==> src/rtl/lift_ctrl.sv <==
// Three-floor lift motion controller: call latching, direction-preference scheduling,
// travel and door timing on slowref ticks. Define LIFT_DOOR_HOLD_EN to add the door_hold input.
module lift_ctrl #(
  parameter int TRAVEL_TICKS = 4,
  parameter int DOOR_TICKS   = 3,
  parameter int CNT_W        = 4
) (
  input  logic       clk,
  input  logic       resetb,
  input  logic       slowref,
  input  logic [2:0] callbtn,
`ifdef LIFT_DOOR_HOLD_EN
  input  logic       door_hold,
`endif
  output logic [1:0] floorno,
  output logic [2:0] pending,
  output logic       mov_up,
  output logic       mov_dn,
  output logic       door_open
);

  typedef enum logic [1:0] {IDLE, MOVE_UP, MOVE_DN, DOOR} state_t;

  localparam logic [CNT_W-1:0] TRAVEL_LAST = CNT_W'(TRAVEL_TICKS - 1);
  localparam logic [CNT_W-1:0] DOOR_LAST   = CNT_W'(DOOR_TICKS - 1);

  state_t           state;
  logic [CNT_W-1:0] cnt;
  logic             dir_up;

  logic [2:0] cur_sel;
  logic [2:0] call_lat;
  logic [2:0] pend_in;
  logic [1:0] arr_fl;
  logic [2:0] arr_sel;
  logic       hold;
  logic       idle_above;
  logic       idle_below;
  logic       arr_more;

  function automatic logic [2:0] flr_mask(input logic [1:0] f);
    case (f)
      2'd0:    flr_mask = 3'b001;
      2'd1:    flr_mask = 3'b010;
      2'd2:    flr_mask = 3'b100;
      default: flr_mask = 3'b000;
    endcase
  endfunction

  function automatic logic calls_above(input logic [1:0] f, input logic [2:0] p);
    case (f)
      2'd0:    calls_above = p[1] | p[2];
      2'd1:    calls_above = p[2];
      default: calls_above = 1'b0;
    endcase
  endfunction

  function automatic logic calls_below(input logic [1:0] f, input logic [2:0] p);
    case (f)
      2'd2:    calls_below = p[0] | p[1];
      2'd1:    calls_below = p[0];
      default: calls_below = 1'b0;
    endcase
  endfunction

  always_comb begin
    cur_sel    = flr_mask(floorno);
    // A call for the floor whose door is open only restarts the dwell timer.
    call_lat   = callbtn & ((state == DOOR) ? ~cur_sel : 3'b111);
    pend_in    = pending | call_lat;
    arr_fl     = (state == MOVE_UP) ? floorno + 2'd1 : floorno - 2'd1;
    arr_sel    = flr_mask(arr_fl);
    idle_above = calls_above(floorno, pending);
    idle_below = calls_below(floorno, pending);
    arr_more   = (state == MOVE_UP) ? calls_above(arr_fl, pend_in)
                                    : calls_below(arr_fl, pend_in);
`ifdef LIFT_DOOR_HOLD_EN
    hold       = door_hold;
`else
    hold       = 1'b0;
`endif
  end

  always_ff @(posedge clk or negedge resetb) begin
    if (!resetb) begin
      state     <= IDLE;
      floorno   <= 2'd0;
      pending   <= 3'b000;
      cnt       <= '0;
      dir_up    <= 1'b1;
      mov_up    <= 1'b0;
      mov_dn    <= 1'b0;
      door_open <= 1'b0;
    end else begin
      pending <= pend_in;
      case (state)
        IDLE: begin
          if (|(pending & cur_sel)) begin
            state     <= DOOR;
            door_open <= 1'b1;
            cnt       <= '0;
            pending   <= pend_in & ~cur_sel;
          end else if (idle_above && (!idle_below || dir_up)) begin
            state  <= MOVE_UP;
            mov_up <= 1'b1;
            dir_up <= 1'b1;
            cnt    <= '0;
          end else if (idle_below) begin
            state  <= MOVE_DN;
            mov_dn <= 1'b1;
            dir_up <= 1'b0;
            cnt    <= '0;
          end
        end

        MOVE_UP, MOVE_DN: begin
          if (slowref) begin
            if (cnt == TRAVEL_LAST) begin
              cnt     <= '0;
              floorno <= arr_fl;
              if (|(pend_in & arr_sel)) begin
                state     <= DOOR;
                door_open <= 1'b1;
                mov_up    <= 1'b0;
                mov_dn    <= 1'b0;
                pending   <= pend_in & ~arr_sel;
              end else if (!arr_more) begin
                state  <= IDLE;
                mov_up <= 1'b0;
                mov_dn <= 1'b0;
              end
            end else begin
              cnt <= cnt + CNT_W'(1);
            end
          end
        end

        DOOR: begin
          if (|(callbtn & cur_sel) || hold) begin
            cnt <= '0;
          end else if (slowref) begin
            if (cnt == DOOR_LAST) begin
              state     <= IDLE;
              door_open <= 1'b0;
              cnt       <= '0;
            end else begin
              cnt <= cnt + CNT_W'(1);
            end
          end
        end

        default: begin
          state     <= IDLE;
          mov_up    <= 1'b0;
          mov_dn    <= 1'b0;
          door_open <= 1'b0;
          cnt       <= '0;
        end
      endcase
    end
  end

endmodule

==> config.mk <==
export PLATFORM = sky130hd
export DESIGN_NAME = lift_ctrl
export DESIGN_NICKNAME = d
export VERILOG_FILES = /design/src/rtl/lift_ctrl.sv
export SDC_FILE = /design/constraint.sdc
export NUM_CORES = 1
export LEC_CHECK = 0
export ABC_AREA = 1
export BUFFER_PORTS_ARGS = -buffer_cell sky130_fd_sc_hd__buf_2
export CAP_MARGIN = 20
export CORE_UTILIZATION = 40
export CTS_CLUSTER_DIAMETER = 80
export CTS_CLUSTER_SIZE = 12
export DETAILED_ROUTE_END_ITERATION = 10
export GPL_TIMING_DRIVEN = 0
export PLACE_DENSITY = 0.65
export SLEW_MARGIN = 20
export SYNTH_ARGS = -nofsm -noshare
export SYNTH_HDL_FRONTEND = slang
export SYNTH_SLANG_ARGS = --single-unit
==> constraint.sdc <==
create_clock -name clk -period 3.42 [get_ports clk]
set_input_delay 0.342 -clock clk [delete_from_list [all_inputs] [get_ports clk]]
set_output_delay 0.342 -clock clk [all_outputs]
set_load 0.1 [all_outputs]
==> metrics, run 1 <==
outcome complete, no violations; Worst path slowest cell dfrtp_1; gr usage total 18.7%; Ant. Diodes 0; die area roughly 3800 um2; Num CTS Buffers 3; maxcap violations 0; Critical R2R Capture state[1]; DRC violations left 0; P&R area growth vs syn 11.3%; grt ovf 0; Filler cells 370; drt wl/cell 11.6 um; Final Hold Fails 0; drt via density ~4.8; Port Buf Inserts 13; min cycle time layout around 2500 ps; Nets about 230; Reg area roughly 380 um2; first-pass GRT wire length around 5100 um; CP max FO 7; worst hold stages 4; Synth Cell Area 1420 um2; Resize count post-CTS 0; DR pass1 iterations 4; Rows 21; cells along the critical path inv_1 -> ha_1 -> xnor2_1 -> inv_1 -> ha_1 -> or2_2 -> nand2_1 -> nand2_1 -> nand2_1 -> nand2_2 -> nand3_4 -> nand3_2 -> nand2_1 -> nand2_1; Max Clock Skew about 9.5 ps; Routed Antenna Nets 0; Reg2Reg Depth 14; Ports 14; Clock Latency Late Sink around 300 ps; hpwl dp ~2400 um; Final setup viols 0; crit end category register; WHS Endpoint pending[1]; Setup crit start kind register; sequential share of the synthesized area roughly a quarter; period utilisation layout 72.4%; Syn Nets between 200 and 250; routability cong. 0.867; CTS tree yes; Worst-path clk slew ~110 ps; Yosys cell types 31; relative slew slack 68.0%; vias in the first global route around 1.2k; antenna violations before repair 0; share of layout cells above drive strength 1 26.2%; RSZ-0062 raised after global routing false; hold_sp callbtn[1]; Max Buffers Root-to-Sink 2; die height approximately 62 um; synthesized area per cell around 7.4 um2; register bit count reported by yosys 15; CP most frequent cell nand2_1; number of H-tree levels 1; TritonCTS Sinks 15; Max Fclk between 0.4 and 0.5 GHz; root buffer cell clkbuf_4; CP required between 3000 and 4000 ps; area of the multi-input gates approximately 920 um2; worst slew pin tran between 400 and 500 ps; CP peak stage delay 490 ps; R2R setup slack 940 ps; Crit Reg-Reg Startpoint floorno[0]; Starting DRT DRC Count between 80 and 90; final WL about 3000 um; CORE AREA roughly 3400 um2; largest net degree at the start of global routing 16; Syn. warnings 0; Synth Instances around 190; DR vias 1236; Setup CP Type register to register; Max Slew Vio Count 0; setup_tns 0 ps; Arr. time, crit path 2670 ps; Die X-Extent 61.6 um; Hold WC Path Type input port to register; Initial Util 42.3%
-- per-layer routing --
layer  part of all wire (%)  wire, um  vias up  GRT usage (%)
li1                       -         -      651              -
met1                     49      1440      557           25.3
met2                     46      1360       22           30.1
met3                    2.9        85        6           1.89
met4                    2.4        72        0           7.94
met5                      0         0        -              0
-- synth_stat cells (all sizes together) --
cell type  instances  share of area, %
a21boi             3               1.6
a21oi              3               1.3
and3               1              0.44
buf                1              0.35
clkbuf             1              0.26
clkinv             2              0.53
dfrtp             14                25
dfstp              1               1.8
ha                17                15
inv               29               7.7
nand2             56                18
nand3             15               8.1
nand4              4               1.8
nor2              19               7.8
nor3               4               1.4
o211ai             1              0.53
o21ai             14               5.5
o22ai              4               1.8
or2                1              0.44
xnor2              1              0.62
xor2               1              0.62
-- stage by stage --
| stage | util, % | std cells | hold slack [ps] | cell area, um2 | setup WS (ps) |
|---|---|---|---|---|---|
| 4_1_cts | 47.1 | 256 | 444 | 1580 | 933 |
| 6_report | 47.1 | 256 | 446 | 1580 | 943 |
| 3_5_place_dp | 45.9 | 251 | 280 | 1550 | 976 |
| 2_1_floorplan | - | 192 | 46.4 | 1420 | 476 |
| 5_1_grt | 47.1 | 256 | 472 | 1580 | 665 |
| 3_3_place_gp | 45.9 | 251 | 279 | 1550 | 982 |
-- worst max path at each step --
stage,start,endpoint,slack (ps),depth (start not counted)
3_5_place_dp,floorno[0],mov_dn,980,14
4_1_cts,floorno[0],mov_dn,930,14
2_1_floorplan,floorno[0],mov_dn,480,14
3_3_place_gp,floorno[0],state[1],980,14
5_1_grt,floorno[0],mov_up,660,14
6_report,floorno[0],state[1],940,14
-- worst max-delay path: cells and delay by family, from the launching register on --
family	cells	cell delay [ps]
xor gates and xnor gates	1	270
buffers and inverters	2	240
DFF	1	490
adders and majority gates	2	530
and+or+nand+nor	9	820
-- cell type report --
cell class,instances,share of cell area (%)
well taps,46,3.64
flip-flops and latches,15,23.8
inverters,31,7.35
repair buffers,14,4.74
clock inverters,1,0.316
plain buffers,2,0.553
clock buffers,3,1.42
multi-input cells,144,58.2
-- sequential cells by signal, summed over array words and instances, names as in the netlist --
register and flops:
mov_dn 1, pending 3, door_open 1, dir_up 1, mov_up 1, cnt 4
state 2, floorno 2
-- placed cells by master, fill, tap and decap left out, types with 5 or more instances in the layout --
| master | n |
|---|---|
| dfrtp_1 | 14 |
| ha_1 | 17 |
| nand2_1 | 44 |
| buf_2 | 14 |
| nand3_1 | 10 |
| inv_2 | 7 |
| o21ai_1 | 5 |
| o21ai_0 | 7 |
| nor2_1 | 11 |
| inv_1 | 22 |
| nand2_2 | 9 |
-- cell families after synthesis --
group,share of synthesized area (%)
AO/OA/AOI/OAI,10.6
XOR/XNOR,1.23
adder cells (fa/ha/maj),15.0
buffers and inverters,8.80
flip-flops,26.5
AND/OR/NAND/NOR,37.9
-- what timing repair did --
item / 4_1_cts / 5_1_grt
buffers inserted: 0 / 0
hold endpoints to repair: 14 / 0
hold buffers: 1 / 0
Power of run 1 is not shown: default switching activity piles up to over one toggle a cycle in this logic, so the estimate is an artifact.
==> run 2, diff against run 1 <==
Settings changed: ABC_AREA 1 to 0.
Clock period 3.42 ns to 2.3 ns, I/O delays scaled along.
==> run 2 against run 1 <==
  * The run now ends with design-rule violations left
  * Routed wire length rose by 0.94%
  * Area after synthesis decreased by 14%
  * Non-clock buffer count increased by 4
  * Worst setup slack worse by 870 ps
  * Core utilization up 5.2 points
  * Cell count is 26% lower
  * Critical path depth fell by 5
  * First-iteration DRC count fell by 1.1%
  * Highest routed layer unchanged
  * Sequential cell count unchanged
  * Fmax up 11%
  * Synthesized cell count fell by 30%
  * Via count down 6.1%
  * Largest cell class unchanged
==> metrics, run 2 <==
cells along the critical path inv_2 -> ha_2 -> xnor2_2 -> inv_2 -> ha_1 -> o21ai_0 -> and4_4 -> o41ai_2 -> o41ai_1 (was inv_1 -> ha_1 -> xnor2_1 -> inv_1 -> ha_1 -> or2_2 -> nand2_1 -> nand2_1 -> nand2_1 -> nand2_2 -> nand3_4 -> nand3_2 -> nand2_1 -> nand2_1); Worst path slowest cell dfrtp_4 (was dfrtp_1); hold_ws 336 ps (was 446 ps); drt via density 6.14 (was 4.83); min cycle time layout 2230 ps (was 2480 ps); Die X-Extent 57.3 um (was 61.6 um); Nets 182 (was 234); R2R setup slack 70 ps (was 940 ps); CORE AREA 2830 um2 (was 3360 um2); Starting DRT DRC Count 86 (was 87); Synth Instances 135 (was 192); most frequent cells in the layout 15 x ha_1, 13 x buf_2, 11 x inv_1, 10 x o21ai_0, 10 x nand2_1 (was 44 x nand2_1, 22 x inv_1, 17 x ha_1, 14 x buf_2, 14 x dfrtp_1); share of layout cells above drive strength 1 29.1% (was 26.2%); CP peak stage delay 520 ps (was 490 ps); top cells by area, synth dfrtp_1 29%, ha_1 17%, inv_1 4.3% (was dfrtp_1 25%, ha_1 15%, nand2_1 12%); synthesized area per cell 9.07 um2 (was 7.41 um2); Worst-path clk slew 100 ps (was 110 ps); final WL 2990 um (was 2970 um); Num CTS Buffers 3 (unchanged); number of H-tree levels 1 (unchanged); outcome finished with violations (was complete, no violations); worst slew pin tran 557 ps (was 483 ps); CP max FO 5 (was 7); Routed Antenna Nets 0 (unchanged); first-pass GRT wire length 4750 um (was 5120 um); failing checks design-rule violations; CTS tree yes (unchanged); worst slack, placed -77.2 ps (was 976 ps); Max Fclk 0.449 GHz (was 0.404 GHz); Syn. warnings 0 (unchanged); top cell type by total area after synthesis dfrtp_1 (unchanged); Setup crit start kind register (unchanged); cell with the most instances after synthesis ha_1 (was nand2_1); max reg flops 4 (unchanged); routability cong. 0.891 (was 0.867); commonest non-fill, non-tap cell in the layout ha_1 (was nand2_1); TritonCTS Sinks 15 (unchanged); Final setup viols 0 (unchanged); P&R area growth vs syn 20.6% (was 11.3%); Yosys cell types 39 (was 31); CP required 2470 ps (was 3610 ps); Setup CP Type register to register (unchanged); vias in the first global route 1053 (was 1177); synth cell count leaders 17 x ha_1, 14 x dfrtp_1, 14 x inv_1 (was 44 x nand2_1, 22 x inv_1, 17 x ha_1); period utilisation layout 96.8% (was 72.4%); hpwl dp 2150 um (was 2360 um); CP most frequent cell inv_2 (was nand2_1); DRC violations left 2 (was 0); Rows 19 (was 21); Syn Nets 158 (was 215); most flop-heavy register cnt (unchanged); relative slew slack 62.5% (was 68.0%); setup_tns 0 ps (unchanged); number of synthesized flops with an enable pin 0 (unchanged); antenna violations before repair 0 (unchanged); DP Cell Count 179 (was 251); Ports 14 (unchanged); Final WS setup 72.5 ps (was 943 ps); gr usage total 18.7% (about the same); grt ovf 0 (unchanged); register bit count reported by yosys 15 (unchanged); sequential share of the synthesized area 30.7% (was 26.5%); biggest regs cnt (4), pending (3) (unchanged); Reg area 388 um2 (was 377 um2); largest net degree at the start of global routing 16 (unchanged); area of the multi-input gates 856 um2 (was 921 um2); Ant. Diodes 0 (unchanged); Filler cells 256 (was 370); die area 3290 um2 (was 3800 um2); die height 57.3 um (was 61.6 um); Max Buffers Root-to-Sink 2 (unchanged); share of the synthesized area in the top cell type 28.6% (was 24.6%); DR pass1 iterations 10 (was 4); Hold WC Path Type input port to register (unchanged); Clock Latency Late Sink 300 ps (about the same); drt wl/cell 15.8 um (was 11.6 um); prevailing post-synth register cell dfrtp_1 (unchanged); Max Slew Vio Count 0 (unchanged); Synth Cell Area 1220 um2 (was 1420 um2); Max Clock Skew 7.47 ps (was 9.50 ps); root buffer cell clkbuf_4 (unchanged); crit end category register (unchanged); Finished Layout Cells 189 (was 256); Initial Util 43.3% (was 42.3%); RSZ-0062 raised after global routing true (was false); maxcap violations 0 (unchanged); Final Hold Fails 0 (unchanged); DR vias 1161 (was 1236); Port Buf Inserts 13 (unchanged); asr flop ratio synth 100% (unchanged); Arr. time, crit path 2400 ps (was 2670 ps)
==> run 2: changes by cell type after synthesis, moves of 4 or more <==
cell,delta
nand2b_1,+5
nand2_1,-34
nor2_1,-6
nor2_2,-4
inv_2,-7
nor2_4,-4
a21oi_1,+4
inv_1,-8
nand3_1,-8
o21ai_1,-4
nand2_2,-9
==> run 2: repair_timing <==
item	4_1_cts	5_1_grt
endpoints found under the hold margin	14	0
endpoints found under the setup margin	8	10
gates resized for setup	2	13
setup buffers	3	2
hold buffers	1	0
pin swaps	3	6
==> run 2: cells by family (layout without fill, tap and decap cells) <==
logic type	after synthesis	after routing	synth area share [%]
buffers and inverters	15	38	4.60
AOI/OAI and AO/OA	50	50	29.7
and+or+nand+nor	33	33	13.7
adders and majority gates	17	17	17.4
xor gates and xnor gates	2	2	1.43
muxes	3	3	2.45
DFF	15	15	30.7
==> run 2: per-stage QoR <==
step,cell area (um2),utilization (%)
finish,1480,52.2
detailed placement,1340,47.4
global placement,1340,47.4
floorplan,1240,-
CTS,1410,49.7
global route,1480,52.2
==> run 2: metal layers <==
layer,track usage (%),up-vias,share of wire (%)
met5,0,-,0
met4,7.32,0,1.4
met3,4.31,6,6.3
met2,29.4,52,47
met1,24.7,548,45
li1,-,555,-
==> run 2: worst paths after layout <==
| path | from | end | cells past startpoint |
|---|---|---|---|
| min reg2reg | door_open | door_open | 2 |
| max reg2reg | floorno[0] | door_open | 9 |
| min | slowref | cnt[1] | 4 |
| min in group asynchronous | resetb | floorno[1] | 2 |
| max in group asynchronous | resetb | dir_up | 2 |
| max | floorno[0] | door_open | 9 |
==> run 2: area by class of cell <==
class | count | share of cell area [%]
multi-input cells | 105 | 57.9
clock buffers | 4 | 1.78
well taps | 31 | 2.62
plain buffers | 1 | 0.254
inverters | 14 | 3.56
repair buffers | 19 | 7.62
flip-flops and latches | 15 | 26.2
==> run 2: worst max-delay path: cells and delay by family, from the launching register on <==
kind / cells / cell delay (ps)
xor gates and xnor gates: 1 / 150
AOI/OAI and AO/OA: 3 / 530
DFF: 1 / 520
adders and majority gates: 2 / 470
and+or+nand+nor: 1 / 240
buffers and inverters: 2 / 170
Power of run 2 is left out for the same reason.
